`src/rtl/fb_port_arbiter.sv`:
```
// Frame-buffer port arbiter: display fetch has absolute priority,
// camera writer and tracker reader share the remaining cycles round-robin.
module fb_port_arbiter #(
    parameter int H_RES  = 320,
    parameter int V_RES  = 240,
    parameter int ADDR_W = 17,
    parameter int DATA_W = 16
) (
    input  logic              i_clk,
    input  logic              i_rst_n,
    input  logic              i_disp_req,
    input  logic [8:0]        i_disp_x,
    input  logic [7:0]        i_disp_y,
    output logic [DATA_W-1:0] o_disp_data,
    output logic              o_disp_valid,
    input  logic              i_wr_valid,
    output logic              o_wr_ready,
    input  logic [ADDR_W-1:0] i_wr_addr,
    input  logic [DATA_W-1:0] i_wr_data,
    input  logic              i_rd_valid,
    output logic              o_rd_ready,
    input  logic [ADDR_W-1:0] i_rd_addr,
    output logic [DATA_W-1:0] o_rd_data,
    output logic              o_rd_data_valid,
    output logic              o_mem_en,
    output logic              o_mem_we,
    output logic [ADDR_W-1:0] o_mem_addr,
    output logic [DATA_W-1:0] o_mem_wdata,
    input  logic [DATA_W-1:0] i_mem_rdata
);

    typedef enum logic [1:0] {
        TAG_NONE = 2'd0,
        TAG_DISP = 2'd1,
        TAG_TRK  = 2'd2
    } tag_e;

    localparam logic [ADDR_W-1:0] NPIX = ADDR_W'(H_RES * V_RES);

    logic              r_wr_turn;
    logic              r_mem_en;
    logic              r_mem_we;
    logic [ADDR_W-1:0] r_mem_addr;
    logic [DATA_W-1:0] r_mem_wdata;
    tag_e              r_tag1;
    tag_e              r_tag2;
    logic              r_zero1;
    logic              r_zero2;
    logic [DATA_W-1:0] r_disp_data;
    logic              r_disp_valid;
    logic [DATA_W-1:0] r_rd_data;
    logic              r_rd_valid;

    logic              w_disp_gnt;
    logic              w_wr_gnt;
    logic              w_rd_gnt;
    logic              w_disp_ok;
    logic              w_wr_ok;
    logic              w_rd_ok;
    logic [ADDR_W-1:0] w_disp_addr;
    logic              w_issue;
    logic              w_issue_we;
    logic [ADDR_W-1:0] w_issue_addr;
    tag_e              w_tag;
    logic              w_zero;
    logic [DATA_W-1:0] w_ret;

    // y*320 + x as shift-add: (y<<8) + (y<<6) + x
    assign w_disp_addr = (ADDR_W'(i_disp_y) << 8)
                       + (ADDR_W'(i_disp_y) << 6)
                       + ADDR_W'(i_disp_x);

    assign w_disp_ok = (i_disp_x < 9'(H_RES)) && (i_disp_y < 8'(V_RES));
    assign w_wr_ok   = i_wr_addr < NPIX;
    assign w_rd_ok   = i_rd_addr < NPIX;

    assign w_disp_gnt = i_rst_n && i_disp_req;

    always_comb begin
        w_wr_gnt = 1'b0;
        w_rd_gnt = 1'b0;
        if (i_rst_n && !i_disp_req) begin
            if (i_wr_valid && (!i_rd_valid || r_wr_turn)) begin
                w_wr_gnt = 1'b1;
            end else if (i_rd_valid) begin
                w_rd_gnt = 1'b1;
            end
        end
    end

    assign o_wr_ready = w_wr_gnt;
    assign o_rd_ready = w_rd_gnt;

    always_comb begin
        w_issue      = 1'b0;
        w_issue_we   = 1'b0;
        w_issue_addr = i_rd_addr;
        w_tag        = TAG_NONE;
        w_zero       = 1'b0;
        unique case (1'b1)
            w_disp_gnt: begin
                w_issue      = w_disp_ok;
                w_issue_addr = w_disp_addr;
                w_tag        = TAG_DISP;
                w_zero       = !w_disp_ok;
            end
            w_wr_gnt: begin
                w_issue      = w_wr_ok;
                w_issue_we   = w_wr_ok;
                w_issue_addr = i_wr_addr;
            end
            w_rd_gnt: begin
                w_issue = w_rd_ok;
                w_tag   = TAG_TRK;
                w_zero  = !w_rd_ok;
            end
            default: ;
        endcase
    end

    // Out-of-range reads still return, but as zero
    assign w_ret = r_zero2 ? '0 : i_mem_rdata;

    always_ff @(posedge i_clk) begin
        if (!i_rst_n) begin
            r_wr_turn    <= 1'b1;
            r_mem_en     <= 1'b0;
            r_mem_we     <= 1'b0;
            r_mem_addr   <= '0;
            r_mem_wdata  <= '0;
            r_tag1       <= TAG_NONE;
            r_tag2       <= TAG_NONE;
            r_zero1      <= 1'b0;
            r_zero2      <= 1'b0;
            r_disp_data  <= '0;
            r_disp_valid <= 1'b0;
            r_rd_data    <= '0;
            r_rd_valid   <= 1'b0;
        end else begin
            r_mem_en <= w_issue;
            r_mem_we <= w_issue_we;
            if (w_issue) begin
                r_mem_addr <= w_issue_addr;
            end
            if (w_issue_we) begin
                r_mem_wdata <= i_wr_data;
            end
            if (w_wr_gnt) begin
                r_wr_turn <= 1'b0;
            end else if (w_rd_gnt) begin
                r_wr_turn <= 1'b1;
            end
            r_tag1       <= w_tag;
            r_zero1      <= w_zero;
            r_tag2       <= r_tag1;
            r_zero2      <= r_zero1;
            r_disp_valid <= (r_tag2 == TAG_DISP);
            r_rd_valid   <= (r_tag2 == TAG_TRK);
            if (r_tag2 == TAG_DISP) begin
                r_disp_data <= w_ret;
            end
            if (r_tag2 == TAG_TRK) begin
                r_rd_data <= w_ret;
            end
        end
    end

    assign o_mem_en        = r_mem_en;
    assign o_mem_we        = r_mem_we;
    assign o_mem_addr      = r_mem_addr;
    assign o_mem_wdata     = r_mem_wdata;
    assign o_disp_data     = r_disp_data;
    assign o_disp_valid    = r_disp_valid;
    assign o_rd_data       = r_rd_data;
    assign o_rd_data_valid = r_rd_valid;

endmodule
```
`config.mk`:
```
export PLATFORM = sky130hd
export DESIGN_NAME = fb_port_arbiter
export DESIGN_NICKNAME = d
export VERILOG_FILES = /design/src/rtl/fb_port_arbiter.sv
export SDC_FILE = /design/constraint.sdc
export NUM_CORES = 1
export LEC_CHECK = 0
export CAP_MARGIN = 5
export CORE_UTILIZATION = 42
export CTS_BUF_LIST = sky130_fd_sc_hd__clkbuf_16
export DETAILED_ROUTE_END_ITERATION = 8
export PLACE_DENSITY_LB_ADDON = 0.2
export SETUP_SLACK_MARGIN = 0.2
export SLEW_MARGIN = 10
export SYNTH_ARGS = -nofsm -noshare
export SYNTH_HDL_FRONTEND = slang
export SYNTH_SLANG_ARGS = --single-unit
```
`constraint.sdc`:
```
create_clock -name i_clk -period 3.5 [get_ports i_clk]
set_input_delay 1.05 -clock i_clk [delete_from_list [all_inputs] [get_ports i_clk]]
set_output_delay 1.05 -clock i_clk [all_outputs]
set_load 0.005 [all_outputs]
```
==> After elaboration in Yosys (flattened, before gate mapping) <==
Cells that the tools add are included.
W data, S select, Z words.
{ "op_classes": {"n_bitwise": 0, "eq_ne": 2, "shift": 0, "multipliers": 0, "add_sub_neg": 2, "order_cmp": 4, "n_div": 0, "reduce_logical": 10, "n_mux": 13} }
{ "ops": {"columns": ["cell", "n"], "rows": [
  ["$lt A17 B17 Y1 const B", 2],
  ["$pmux W17 S2", 1],
  ["$add A16 B14 Y17", 1],
  ["$add A17 B9 Y17", 1],
  ["$mux W16", 1],
  ["$lt A9 B9 Y1 const B", 1],
  ["$lt A8 B8 Y1 const B", 1],
  ["$mux W1", 8],
  ["$logic_and A1 B1 Y1", 4],
  ["$logic_not A1 Y1", 4],
  ["$pmux W2 S2", 1],
  ["$pmux W1 S3", 1],
  ["$eq A2 B1 Y1 const B", 1],
  ["$eq A2 B2 Y1 const B", 1],
  ["$pmux W1 S2", 1],
  ["$reduce_bool A2 Y1", 1],
  ["$logic_or A1 B1 Y1", 1]
]} }
{ "word_totals": {"rom_bits": 0, "out_inout_bits": 71, "latchBits": 0, "wordCells": 44, "mem_count": 0, "reg_bits": 76, "ram_bits": 0, "input_bits": 88} }

==> Logic depth before layout (Yosys ltp) <==
Gate-level depths: netlist of run 1.
{ "depth": {"ltp_word": 7, "ltp_mapped": 9, "depth_no_buf": 9} }

==> Worst setup path before layout of run 1 <==
Ideal clock, no wire load.
{ "synth_path": {"path_kind": "input to register", "from": "input i_disp_x[8]", "to": "register r_mem_addr[14] (netlist: o_mem_addr[14])", "setup_slack_ns": 0.435, "t_arrival_ns": 2.931, "path_stages": 9, "path_cell_list": "inv_1 > fa_1 > inv_1 > ha_1 > a21o_1 > and4_1 > o2111a_1 > o31ai_1 > a311oi_1"} }
{ "synth_via": {"elab_chain_cells": 3, "elab_cells_between_ends": 5, "classes_between": "add/sub: 1; order compare: 1; mux: 2; reduce/logical: 1"} }
{ "synth_rtl": {"columns": ["item", "line_no", "rtl"], "rows": [
  ["start: declaration", "12", "input logic [8:0] i_disp_x,"],
  ["parallel branches: the longest is 3 deep, another holds $add A17 B9 Y17", null, null],
  ["end signal: assignment", "143", "r_mem_addr <= w_issue_addr;"],
  ["end: declaration", "43", "logic [ADDR_W-1:0] r_mem_addr;"]
]} }
Parallel ways; which one is timed is not known.
A chain may end at the register's enable or synchronous reset.

==> Worst setup path in the final report of run 1 <==
{ "layout_path": {"from": "input i_wr_valid", "to": "output o_wr_ready"} }
{ "layout_via": {"elab_chain_cells": 3} }
{ "layout_rtl": {"columns": ["item", "line_no", "rtl"], "rows": [
  ["start: declaration", "16", "input logic i_wr_valid,"],
  ["$logic_and A1 B1 Y1", "83", "if (i_wr_valid && (!i_rd_valid || r_wr_turn)) begin"],
  ["$mux W1", "83", null],
  ["$mux W1", "82", "if (i_rst_n && !i_disp_req) begin"],
  ["end: declaration", "17", "output logic o_wr_ready,"]
]} }
No other way between the ends.

==> Flow_metrics.wiki, run 1 <==
{| class="wikitable"
! Metric !! Value
|-
| Routed len/inst || 15.7 um
|-
| Clock slew seen by the registers of the worst setup and hold paths || 60 ps
|-
| Depth of the most critical reg-to-reg path || 7
|-
| Achievable clock frequency || 313 MHz
|-
| Global-route total usage across every layer || 24.9%
|-
| Setup skew after layout || 4.24 ps
|-
| Placer's final routability congestion estimate || 0.844
|-
| Antenna Diode Count || 0
|-
| Global-route wire length before repair || 17.3 mm
|-
| Total via count after detailed routing || 3768
|-
| Endpoint, Worst Hold || r_tag2[1]
|-
| Post-DR vias/cell || 5.38
|-
| Most common cell in the synthesized netlist || sky130_fd_sc_hd__nand2_1
|-
| Share of synthesized flip-flops with an asynchronous set or reset || 0%
|-
| Total congestion overflow || 0
|-
| Mean area per synthesized cell || 8.34 um2
|-
| Data required, critical path || 2450 ps
|-
| Number of remaining DRC errors || 0
|-
| Fin cells || 700
|-
| Peak supply drop || 0.000315 V
|-
| Launching element type of the critical path || input pin
|-
| Number of nets with antenna violations after routing || 0
|-
| Max Fanout on Critical Path || 2
|-
| Worst path slowest cell || sky130_fd_sc_hd__clkdlybuf4s50_1
|-
| Layout Utilization || 67.9%
|-
| Number of I/O pins || 159
|-
| Count of clock tree sinks || 76
|-
| Endpoint kind of the worst setup timing path || primary output
|-
| Post-Syn Nets || 538
|-
| Result of the run || finished, final reports clean
|-
| Setup repair after global routing missed its margin || false
|-
| Hold Path Origin || r_tag1[1]
|-
| Commonest cells post-synth || sky130_fd_sc_hd__nand2_1, sky130_fd_sc_hd__dfxtp_1, sky130_fd_sc_hd__a21oi_1
|-
| Placement Cell Area || 5320 um2
|-
| Area of the mapped netlist || 3610 um2
|-
| Area added between synthesis and finish || 55.4%
|-
| Total count of max-transition violations in the final report || 0
|-
| Yosys top cell by area || sky130_fd_sc_hd__dfxtp_1
|-
| Worst R2R Setup Slack || 1380 ps
|-
| Root cell of the clock tree || sky130_fd_sc_hd__clkbuf_16
|-
| Nets@finish || 695
|-
| Ratio of cells with drive above 1 in the final layout || 9.41%
|-
| Floorplan die height || 94.7 um
|-
| # setup viols final || 0
|-
| Startpoint of the lowest-slack register-to-register path || r_wr_turn
|-
| Count of flip-flops with a built-in enable after synthesis || 0
|-
| Cell count of the worst hold path || 1
|-
| Clock tree from TritonCTS || yes
|-
| Total wire length || 11.0 mm
|-
| Critical path start-end classification || in -> out
|-
| Vias in the first global route || 3661
|-
| Number of cells produced by synthesis || 433
|-
| PortBufs || 158
|-
| Crit share post-route || 91.4%
|-
| Leak pwr || 2.15 nW
|-
| Max stage delay on crit path || 480 ps
|-
| Final critical path time including I/O delays and setup || 3200 ps
|-
| Placement Rows || 33
|-
| Number of antenna violations at the first check in global routing || 0
|-
| Setup TNS || 0 ps
|-
| Worst slew pin tran || 1180 ps
|-
| Number of cells in the design after placement || 684
|-
| Area enclosed by the die boundary || 8970 um2
|-
| Clock buffer count from CTS || 9
|-
| Die outline width || 94.7 um
|-
| Final worst setup slack || 303 ps
|-
| Total iterations of the first detailed-routing run || 5
|-
| Count of maximum capacitance violations || 0
|-
| Setup Buffers After CTS || 0
|-
| Core Region || 8260 um2
|-
| Post-detailed-placement half-perimeter wirelength || 7.98 mm
|-
| Portion of synthesized cell area occupied by the leading cell type || 42.1%
|-
| Final design area excluding fillers || 5610 um2
|-
| Share of synthesized area occupied by flip-flops and latches || 42.1%
|-
| Endpoint of the most critical register-to-register path || o_mem_addr[13]
|-
| Ordered list of cells on the worst path || clkdlybuf4s50_1 > nor2b_4 > and3_4 > dlygate4sd2_1
|-
| Overall Power || 2.22 mW
|-
| Slew margin rel. || 21.1%
|-
| Initial DRC count || 190
|-
| Clock latency at the later pin of the worst-skew pair || 330 ps
|-
| Unique masters post-synth || 54
|-
| Power density cells || 395 nW/um2
|-
| Number of fillers in the final layout || 705
|-
| Starting utilization of the core area || 43.7%
|-
| Largest net degree at the start of global routing || 36
|-
| Biggest area contributors in the synthesized netlist || sky130_fd_sc_hd__dfxtp_1, sky130_fd_sc_hd__nand2_1, sky130_fd_sc_hd__a21oi_1
|-
| Hold Slack || 433 ps
|-
| Final hold violations || 0
|-
| Synth Flop Type || sky130_fd_sc_hd__dfxtp_1
|-
| Hold WC Path Type || reg -> reg
|-
| H-Tree Level Count || 3
|-
| Setup slack after placement || -205 ps
|-
| Number of buffers on the longest clock path || 2
|-
| Yosys warnings || 0
|-
| Number of register bits inferred by synthesis || 76
|-
| Crit path arrival time || 2150 ps
|}
metal layers:
layer,wire length [um],GRT usage (%)
met4,208,8.84
met5,0,0
met2,5370,42.8
met1,4490,28.8
met3,903,8.21
layout make-up:
class,count,area [um2],area share [%]
Clock buffer,9,225,4.02
Tap cell,105,131,2.34
Multi-Input combinational cell,314,1900,34.0
Timing Repair Buffer,175,1730,30.8
Inverter,14,57.6,1.03
Clock inverter,7,42.5,0.759
Sequential cell,76,1520,27.1
sequential cells by signal, summed over array words and instances, names as in the netlist:
| name | flops |
|---|---|
| o_mem_addr | 17 |
| o_disp_data | 16 |
| o_mem_wdata | 16 |
| o_rd_data | 16 |
| r_tag1 | 2 |
| r_tag2 | 2 |
| o_disp_valid | 1 |
| o_mem_en | 1 |
| o_mem_we | 1 |
| o_rd_data_valid | 1 |
| r_wr_turn | 1 |
| r_zero1 | 1 |
| r_zero2 | 1 |
logic make-up after synthesis:
group           share of synthesized area [%]
simple gates                             22.5
fa+ha+maj                                6.31
flops                                    42.1
xor+xnor                                0.485
mux                                     0.312
compound gates                           22.5
buf+inv                                  5.68
placed cells by master (no fill, tap or decap), types with 3 or more instances in the layout:
| master | n |
|---|---|
| sky130_fd_sc_hd__a21o_1 | 3 |
| sky130_fd_sc_hd__nand2b_1 | 4 |
| sky130_fd_sc_hd__buf_4 | 16 |
| sky130_fd_sc_hd__a21oi_1 | 57 |
| sky130_fd_sc_hd__dlygate4sd2_1 | 3 |
| sky130_fd_sc_hd__o21ai_0 | 8 |
| sky130_fd_sc_hd__dlymetal6s2s_1 | 3 |
| sky130_fd_sc_hd__clkdlybuf4s50_1 | 152 |
| sky130_fd_sc_hd__a311oi_1 | 3 |
| sky130_fd_sc_hd__nor3_1 | 17 |
| sky130_fd_sc_hd__inv_2 | 3 |
| sky130_fd_sc_hd__clkbuf_16 | 9 |
| sky130_fd_sc_hd__nand2_1 | 107 |
| sky130_fd_sc_hd__nor2_1 | 8 |
| sky130_fd_sc_hd__inv_1 | 11 |
| sky130_fd_sc_hd__dfxtp_1 | 76 |
| sky130_fd_sc_hd__a211oi_2 | 8 |
| sky130_fd_sc_hd__a211oi_1 | 7 |
| sky130_fd_sc_hd__nand3_1 | 7 |
| sky130_fd_sc_hd__nor2b_1 | 19 |
| sky130_fd_sc_hd__a222oi_1 | 11 |
| sky130_fd_sc_hd__and2_1 | 3 |
| sky130_fd_sc_hd__ha_1 | 15 |
| sky130_fd_sc_hd__clkinv_2 | 3 |
power breakdown:
part / internal [mW] / leakage, nW / total, mW / switching, mW
clock network: 0.475 / 0.133 / 0.831 / 0.356
logic: 0.257 / 1.40 / 0.458 / 0.202
registers: 0.903 / 0.619 / 0.926 / 0.0228
worst max path at each step:
stage                           endpoint  slack, ps         from
after floorplan           o_mem_addr[14]        430  i_disp_x[8]
after global placement    o_mem_addr[14]       -130  i_disp_x[8]
after detailed placement  o_mem_addr[14]       -210  i_disp_x[8]
after CTS                 o_mem_addr[11]        210  i_disp_y[2]
after global routing          o_rd_ready        210   i_wr_valid
final                         o_wr_ready        300   i_wr_valid
worst max-delay path: cells and delay by family:
family	cells	cell delay [ps]
buffers and inverters	2	730
and+or+nand+nor	2	360
what timing repair did:
action,in CTS,in global routing
hold buffers,0,0
pin swaps,2,7
gates resized for setup,7,7
endpoints found under the setup margin,3,6
Power figures use the tool's default switching activity.
==> run 2, diff against run 1 <==
- MAX_ROUTING_LAYER: not set -> met4
==> run 2 against run 1 <==
Register-to-register slack better by 40 ps. Critical path depth increased by 6. Fmax fell by 0.78%. Wire length shrank 0.41%. Setup slack worse by 25 ps. Critical endpoint is now o_mem_addr[12]. Largest power group is now the clock network.
==> Flow_metrics.wiki, run 2 (synthesized netlist as in run 1, its figures left out) <==
{| class="wikitable"
! Metric !! Value
|-
| Fin cells || 700 (unchanged)
|-
| Routed len/inst || 15.6 um (-0.41%)
|-
| Number of buffers added to fix hold violations after cts || 0 (unchanged)
|-
| Launching element type of the critical path || input pin
|-
| Share of power burned in registers || 38.8% (-3.0 points)
|-
| Worst R2R Setup Slack || 1420 ps (+40 ps)
|-
| Library cell appearing most often on the critical path || sky130_fd_sc_hd__inv_1
|-
| Final worst setup slack || 277 ps (-25.2 ps)
|-
| Placement Cell Area || 5320 um2 (unchanged)
|-
| Placer's final routability congestion estimate || 0.919 (+8.9%)
|-
| Post-detailed-placement half-perimeter wirelength || 7.99 mm (about the same)
|-
| Final design area excluding fillers || 5680 um2 (+1.2%)
|-
| Clock buffer count from CTS || 9 (unchanged)
|-
| Starting utilization of the core area || 43.7% (unchanged)
|-
| Startpoint of the lowest-slack register-to-register path || r_wr_turn
|-
| Total iterations of the first detailed-routing run || 5 (unchanged)
|-
| Achievable clock frequency || 310 MHz (-0.78%)
|-
| Worst slew pin tran || 1130 ps (-52.3 ps)
|-
| Core Region || 8260 um2 (unchanged)
|-
| Total count of max-transition violations in the final report || 0 (unchanged)
|-
| Slew margin rel. || 24.6% (+3.5 points)
|-
| Final hold violations || 0 (unchanged)
|-
| Power density cells || 420 nW/um2 (+6.4%)
|-
| Commonest non-fill, non-tap cell in the layout || sky130_fd_sc_hd__clkdlybuf4s50_1
|-
| Max Fanout on Critical Path || 5 (+3)
|-
| Total congestion overflow || 0 (unchanged)
|-
| Total via count after detailed routing || 3758 (-0.27%)
|-
| Root cell of the clock tree || sky130_fd_sc_hd__clkbuf_16
|-
| Vias in the first global route || 3631 (-0.82%)
|-
| H-Tree Level Count || 3 (unchanged)
|-
| Number of remaining DRC errors || 0 (unchanged)
|-
| Global-route wire length before repair || 17.2 mm (-0.20%)
|-
| Result of the run || finished, final reports clean
|-
| Area enclosed by the die boundary || 8970 um2 (unchanged)
|-
| Clock power share || 41.7% (+4.2 points)
|-
| Floorplan die height || 94.7 um (unchanged)
|-
| Die outline width || 94.7 um (unchanged)
|-
| Number of nets with antenna violations after routing || 0 (unchanged)
|-
| Number of antenna violations at the first check in global routing || 0 (unchanged)
|-
| Clock tree from TritonCTS || yes
|-
| Net switching power || 0.594 mW (+2.3%)
|-
| Post-DR vias/cell || 5.37 (-0.27%)
|-
| Hold WC Path Type || reg -> reg
|-
| Global-route total usage across every layer || 25.8% (+0.85 points)
|-
| Combinational share of power || 19.5% (-1.2 points)
|-
| Largest net degree at the start of global routing || 36 (unchanged)
|-
| Number of cells in the design after placement || 684 (unchanged)
|-
| Placement Rows || 33 (unchanged)
|-
| Antenna Diode Count || 0 (unchanged)
|-
| Area added between synthesis and finish || 57.2%
|-
| Ordered list of cells on the worst path || clkdlybuf4s50_1 > inv_1 > fa_2 > inv_1 > ha_1 > a21o_1 > and4_4 > or3_4 > nand3_2 > a311oi_2
|-
| Worst path slowest cell || sky130_fd_sc_hd__fa_2
|-
| Critical path launch point || i_disp_y[0]
|-
| Depth of the critical timing path with buffers and inverters included || 10 (+6)
|-
| Endpoint kind of the worst setup timing path || register
|-
| Largest delay contributor family on the critical path || adder cells
|-
| End of the critical path || o_mem_addr[12]
|-
| Switching part of the total power || 24.9% (-1.3 points)
|-
| Setup slack after placement || -215 ps (-10.0 ps)
|-
| Ratio of cells with drive above 1 in the final layout || 10.1% (+0.67 points)
|-
| Internal Pwr Total || 1.79 mW (+9.6%)
|-
| Clock latency at the later pin of the worst-skew pair || 330 ps (about the same)
|-
| Nets@finish || 695 (unchanged)
|-
| Depth of the most critical reg-to-reg path || 7 (unchanged)
|-
| Layout Utilization || 68.7% (+0.82 points)
|-
| Data required, critical path || 3690 ps (+1240 ps)
|-
| Setup Buffers After CTS || 0 (unchanged)
|-
| Peak supply drop || 0.000336 V (+6.7%)
|-
| Setup TNS || 0 ps (unchanged)
|-
| Leak pwr || 2.17 nW (+0.95%)
|-
| Final critical path time including I/O delays and setup || 3220 ps (+25.2 ps)
|-
| Setup repair after global routing missed its margin || false
|-
| Clock slew seen by the registers of the worst setup and hold paths || 60 ps (about the same)
|-
| Number of buffers on the longest clock path || 2 (unchanged)
|-
| # setup viols final || 0 (unchanged)
|-
| Total wire length || 10.9 mm (-0.41%)
|-
| Critical path start-end classification || in -> reg
|-
| Top library cells by usage in the layout, fill and taps aside || sky130_fd_sc_hd__clkdlybuf4s50_1, sky130_fd_sc_hd__nand2_1, sky130_fd_sc_hd__dfxtp_1
|-
| Buf/Inv on CP || 3 (+1)
|-
| Crit share post-route || 92.1% (+0.72 points)
|-
| Number of I/O pins || 159 (unchanged)
|-
| Initial DRC count || 176 (-7.4%)
|-
| PortBufs || 158 (unchanged)
|-
| Crit path arrival time || 3420 ps (+1270 ps)
|-
| Setup skew after layout || 6.73 ps (+2.49 ps)
|-
| Largest register FFs || 17 (unchanged)
|-
| Endpoint of the most critical register-to-register path || o_mem_addr[13]
|-
| Max stage delay on crit path || 580 ps (+100 ps)
|-
| Count of clock tree sinks || 76 (unchanged)
|-
| Count of maximum capacitance violations || 0 (unchanged)
|}
-- run 2: cell count changes in the layout (fill, tap and decap cells not counted), moves of 2 or more --
| cell | previous run | this run |
|---|---|---|
| sky130_fd_sc_hd__clkdlybuf4s50_1 | 152 | 154 |
| sky130_fd_sc_hd__clkinvlp_4 | 2 | 0 |
| sky130_fd_sc_hd__clkinv_2 | 3 | 0 |
| sky130_fd_sc_hd__clkinv_4 | 0 | 2 |
| sky130_fd_sc_hd__bufinv_16 | 0 | 2 |
-- run 2: power groups by stage --
stage	Clock, mW	Sequential [mW]	Combinational, mW
after CTS	1.01	0.926	0.456
final	0.996	0.926	0.464
after global placement	0	0.943	0.443
after detailed placement	0	0.944	0.450
after floorplan	0	0.943	0.212
after global routing	1.06	0.929	0.505
-- run 2: worst min-delay path by stage --
stage                    from   endpoint  cells past startpoint
finish                r_zero1    r_zero2                      1
global placement    r_tag1[0]  r_tag2[0]                      1
CTS                   r_zero1    r_zero2                      1
floorplan           r_tag1[0]  r_tag2[0]                      1
detailed placement    r_zero1    r_zero2                      1
global route          r_zero1    r_zero2                      1
-- run 2: metal layers --
layer  routed length [um]  GRT usage (%)  up-vias  share of wire, %
li1                     -              -     1829                 -
met1                 4560           30.5     1744                42
met4                  224           8.46        0               2.0
met5                    0              -        -                 0
met2                 5250           42.0      165                48
met3                  891           7.25       20               8.2
-- run 2: layout make-up --
type | count | area, um2
fill | 692 | 2580
clock buffer | 9 | 225
tap | 105 | 131
inverter | 14 | 57.6
timing repair buffer | 175 | 1720
sequential | 76 | 1520
multi-input combinational | 314 | 1920
clock inverter | 7 | 98.8
-- run 2: what timing repair did --
item / 4_1_cts / 5_1_grt
gates resized for setup: 5 / 11
endpoints found under the setup margin: 5 / 7
pin swaps: 3 / 4
-- run 2: stage by stage --
| step | power, mW | hold WS, ps |
|---|---|---|
| after floorplan | 1.15 | 412 |
| after global placement | 1.39 | 415 |
| after detailed placement | 1.39 | 422 |
| after CTS | 2.40 | 436 |
| after global routing | 2.49 | 445 |
| final | 2.39 | 433 |
